==> config.mk <==
export PLATFORM = sky130hd
export DESIGN_NAME = rf_writeback_buffer
export DESIGN_NICKNAME = d
export VERILOG_FILES = /design/src/rtl/rf_writeback_buffer.sv
export SDC_FILE = /design/constraint.sdc
export NUM_CORES = 1
export LEC_CHECK = 0
export BUFFER_PORTS_ARGS = -buffer_cell sky130_fd_sc_hd__buf_2
export CORE_UTILIZATION = 50
export CTS_CLUSTER_SIZE = 28
export DETAILED_ROUTE_END_ITERATION = 10
export GPL_TIMING_DRIVEN = 0
export PLACE_DENSITY = 0.78
export SYNTH_ARGS = -nofsm -noshare
export SYNTH_HDL_FRONTEND = slang
export SYNTH_SLANG_ARGS = --single-unit
export TNS_END_PERCENT = 30
==> constraint.sdc <==
create_clock -name Clk -period 4.12 [get_ports Clk]
set_input_delay 0.412 -clock Clk [delete_from_list [all_inputs] [get_ports Clk]]
set_output_delay 0.412 -clock Clk [all_outputs]
set_load 0.02 [all_outputs]
==> src/rtl/rf_writeback_buffer.sv <==
// rf_writeback_buffer: 4-entry in-order writeback FIFO feeding a registered register-file write port.
// Optional read forwarding from pending writes is enabled by defining RF_WB_FWD_EN.
module rf_writeback_buffer (
  input  logic        Clk,
  input  logic        Clr,
  input  logic        WbValid,
  output logic        WbReady,
  input  logic [3:0]  WbAddr,
  input  logic [31:0] WbData,
  input  logic        Stall,
  output logic        RfLoad,
  output logic [3:0]  RfAddr,
  output logic [31:0] RfData,
  output logic [2:0]  Count,
  input  logic [3:0]  RdAddrA,
  input  logic [3:0]  RdAddrB,
  input  logic [31:0] RfOutA,
  input  logic [31:0] RfOutB,
  output logic [31:0] FwdA,
  output logic [31:0] FwdB,
  output logic        FwdHitA,
  output logic        FwdHitB
);
  logic [3:0]  q_addr [4];
  logic [31:0] q_data [4];
  logic [1:0]  wr_ptr, rd_ptr;
  logic        push, pop;
  assign WbReady = !Count[2];
  assign push    = WbValid && WbReady;
  assign pop     = (Count != 3'd0) && !Stall;
  always_ff @(posedge Clk or posedge Clr) begin
    if (Clr) begin
      wr_ptr <= 2'd0;
      rd_ptr <= 2'd0;
      Count  <= 3'd0;
      RfLoad <= 1'b0;
      RfAddr <= 4'd0;
      RfData <= 32'd0;
    end else begin
      RfLoad <= pop;
      if (pop) begin
        RfAddr <= q_addr[rd_ptr];
        RfData <= q_data[rd_ptr];
        rd_ptr <= rd_ptr + 2'd1;
      end
      if (push) wr_ptr <= wr_ptr + 2'd1;
      Count <= Count + 3'(push) - 3'(pop);
    end
  end
  // Storage needs no reset: only entries counted by Count are ever read.
  always_ff @(posedge Clk) begin
    if (push) begin
      q_addr[wr_ptr] <= WbAddr;
      q_data[wr_ptr] <= WbData;
    end
  end
`ifdef RF_WB_FWD_EN
  logic [1:0] idx;
  // Scan oldest to newest so the newest matching write wins.
  always_comb begin
    FwdA    = RfOutA;
    FwdB    = RfOutB;
    FwdHitA = 1'b0;
    FwdHitB = 1'b0;
    idx     = rd_ptr;
    if (RfLoad && RfAddr == RdAddrA) begin
      FwdA    = RfData;
      FwdHitA = 1'b1;
    end
    if (RfLoad && RfAddr == RdAddrB) begin
      FwdB    = RfData;
      FwdHitB = 1'b1;
    end
    for (int i = 0; i < 4; i++) begin
      idx = rd_ptr + 2'(i);
      if (3'(i) < Count && q_addr[idx] == RdAddrA) begin
        FwdA    = q_data[idx];
        FwdHitA = 1'b1;
      end
      if (3'(i) < Count && q_addr[idx] == RdAddrB) begin
        FwdB    = q_data[idx];
        FwdHitB = 1'b1;
      end
    end
  end
`else
  logic unused_rd;
  assign unused_rd = ^{RdAddrA, RdAddrB};
  assign FwdA      = RfOutA;
  assign FwdB      = RfOutB;
  assign FwdHitA   = 1'b0;
  assign FwdHitB   = 1'b0;
`endif
endmodule

==> impl_metrics.csv <==
group,metric,value,unit
outcome,outcome,"completed",
clock_network,htreeDepth,4,
clock_network,clkTransAtPathRegs,60,ps
placement,routabilityCongestion,0.863,
worst_hold_path,hold_class,"in -> reg",
layout,drive_above_1_share,0.593,
timing,hold_ws,197,ps
synth,ys_warn_count,0,
critical_path,startpoint_type,"register",
synth,synthMostInstantiatedCell,"edfxtp_1",
floorplanning,die_x,124,microns
timing,setup_violations,0,
timing,fin_crit_sh,0.642,
synth,synth_top_area_frac,0.577,
worst_hold_path,min_from,"WbAddr[2]",
drt,drt_wl_total,14500,microns
critical_path,r2r-start,"Count[1]",
synth,synth-edff-count,144,
clock_network,cts_resized,0,
power_and_ir_drop,power,6.12,mW
synth,synthCells,370,
timing,clock_skew,6.16,ps
drt,firstDrtPassIters,4,
floorplanning,core-area,14600,sq um
drt,wl_per_cell,19.7,microns
placement,io_buffers,144,
timing,final.setup.tns,0,ps
clock_network,cts_buffers,17,
clock_network,postCtsSetupBuffers,0,
flow_run,cap_violations,0,
clock_network,cts_hold_buf,1,
timing,max_freq,378,MHz
timing,relSlewSlack,0.540,
power_and_ir_drop,leakage,3.64,nW
floorplanning,rows,44,
layout,fin_nets,659,
synth,postSynth.asyncResetShare,0.234,
placement,dpl.hpwl,10200,microns
floorplanning,start_util,0.514,
synth,yosysUniqueCellTypes,24,
critical_path,cp_data_required_time,4460,ps
drt,via_per_inst,5.12,
floorplanning,ios,219,
synth,synth-seq-area-share,0.724,
critical_path,endpoint_kind,"register",
synth,synth_area,7500,sq um
clock_network,clockRootBuffer,"clkbuf_16",
timing,hold_viol,0,
grt,grt_pass1_wl,22500,microns
timing,rsz0062_at_grt,"false",
synth,yosys-top-cells-area,"edfxtp_1 58%, dfrtp_1 15%, mux4_2 11%",
drt,drt-initial-drc-count,167,
drt,dr_total_vias,3781,
power_and_ir_drop,p_per_area,669,nW/um^2
clock_network,clock_latency,420,ps
clock_network,clkSinkCount,188,
power_and_ir_drop,peakVddDrop,0.396,mV
grt,grt_pass1_vias,4070,
drt,drc_errors,0,
grt,grt_usage,0.199,
clock_network,cts_max_path_buffers,2,
critical_path,cp-startpoint,"Count[1]",
grt,grt_max_degree,31,
critical_path,arrival,2990,ps
layout,area_delta_synth_final,22.1,%
critical_path,critical_path_class,"reg -> reg",
grt,grt-ovfl-total,0,
timing,worst_slew_pin_slew,690,ps
timing,finalMaxSlewViolations,0,
synth,syn-mean-instance-area,20.3,sq um
synth,synth_common_cells,"144 x edfxtp_1, 68 x buf_4, 44 x dfrtp_1, 35 x mux4_2, 29 x mux2_2",
synth,ys_ff_latch,188,
synth,synth_top_cell_by_area,"edfxtp_1",
floorplanning,fp.dieArea,15500,sq um
synth,synthFlopType,"edfxtp_1",
timing,period_minus_slack,2650,ps
drt,antenna_left,0,
clock_network,cts_tree,"yes",
floorplanning,fp.dieH,124,microns
grt,antenna_found_initial,1,
critical_path,crit_fanout,11,
-- sequential cells by signal, indices dropped and copies added (netlist names) --
signal	count
wr_ptr	2
RfData	32
RfLoad	1
Count	3
q_addr	16
q_data	128
RfAddr	4
rd_ptr	2
-- where the power goes --
group,total [mW],internal (mW),switching (mW)
clock network,1.51,0.877,0.632
registers,2.66,2.49,0.174
logic,1.95,0.953,0.996
total,6.12,4.32,1.80
-- final timing paths --
kind / endpoint / slack [ps] / cells past startpoint
max: Count[2] / 1470 / 11
min: q_addr[3][2] / 200 / 1
max reg2reg: Count[2] / 1470 / 11
min reg2reg: RfData[24] / 500 / 1
max in group asynchronous: RfData[10] / 3110 / 4
min in group asynchronous: RfData[19] / 510 / 3
-- layout by cell type, fill, tap and decap left out --
cell type      instances
and2_2                 4
buf_12                 3
buf_16                 4
buf_2                149
buf_4                 68
buf_6                  1
bufinv_16              1
clkbuf_1               8
clkbuf_16             17
clkbuf_8               3
clkinv_2               4
clkinv_4               1
clkinvlp_4             1
conb_1                 2
dfrtp_1               44
diode_2                1
dlygate4sd3_1          1
edfxtp_1             144
fa_1                   1
ha_1                   6
inv_1                  7
inv_2                  1
mux2_2                29
mux2_4                 7
mux4_1                 1
mux4_2                35
nand2_1                1
nor2_1                 1
nor2b_1                1
nor3_1                 1
nor3b_1                1
o21ai_0                1
xnor2_1                3
xor2_1                 2
-- per-stage QoR --
step,std cells,worst slack [ps],area (sq um),utilization
global route,738,1260,9150,0.627
CTS,737,1400,9150,0.627
detailed placement,704,1430,8590,0.589
finish,738,1470,9150,0.627
floorplan,371,1730,7500,-
global placement,699,1230,8450,0.579
-- worst max-delay path, cell delays in order, from the launching register on --
cell and delay (ps):
dfrtp_1 450, nor3_1 100, nor2_1 170, buf_2 320, buf_4 280, ha_1 260
inv_1 50, ha_1 130, inv_1 50, fa_1 390, xnor2_1 200, xnor2_1 150
-- metal layers --
layer  global-route usage  up-vias  wire length (microns)
met3               0.0593       25                    829
met5                    0        -                      0
li1                     -     1686                      -
met2                0.354      160                   8070
met4               0.0843        0                    282
met1                0.221     1910                   5340
-- cells by family after synthesis --
kind of cell | Yosys count | share of synthesized area
flops | 188 | 0.724
buf+inv | 87 | 0.0838
mux | 72 | 0.166
simple gates | 9 | 0.00684
fa+ha+maj | 7 | 0.0127
xor+xnor | 5 | 0.00584
other cells | 1 | 0.000500
compound gates | 1 | 0.000667
-- final cells by class --
cell class	count	area, sq um
antenna	1	2.50
buffer	79	598
clock buffer	25	485
clock inverter	7	66.3
fill	1038	5440
inverter	8	30.0
multi-input combinational	96	1450
sequential	188	5430
tap	184	230
timing repair buffer	150	861
Power figures use the tool's default switching activity.
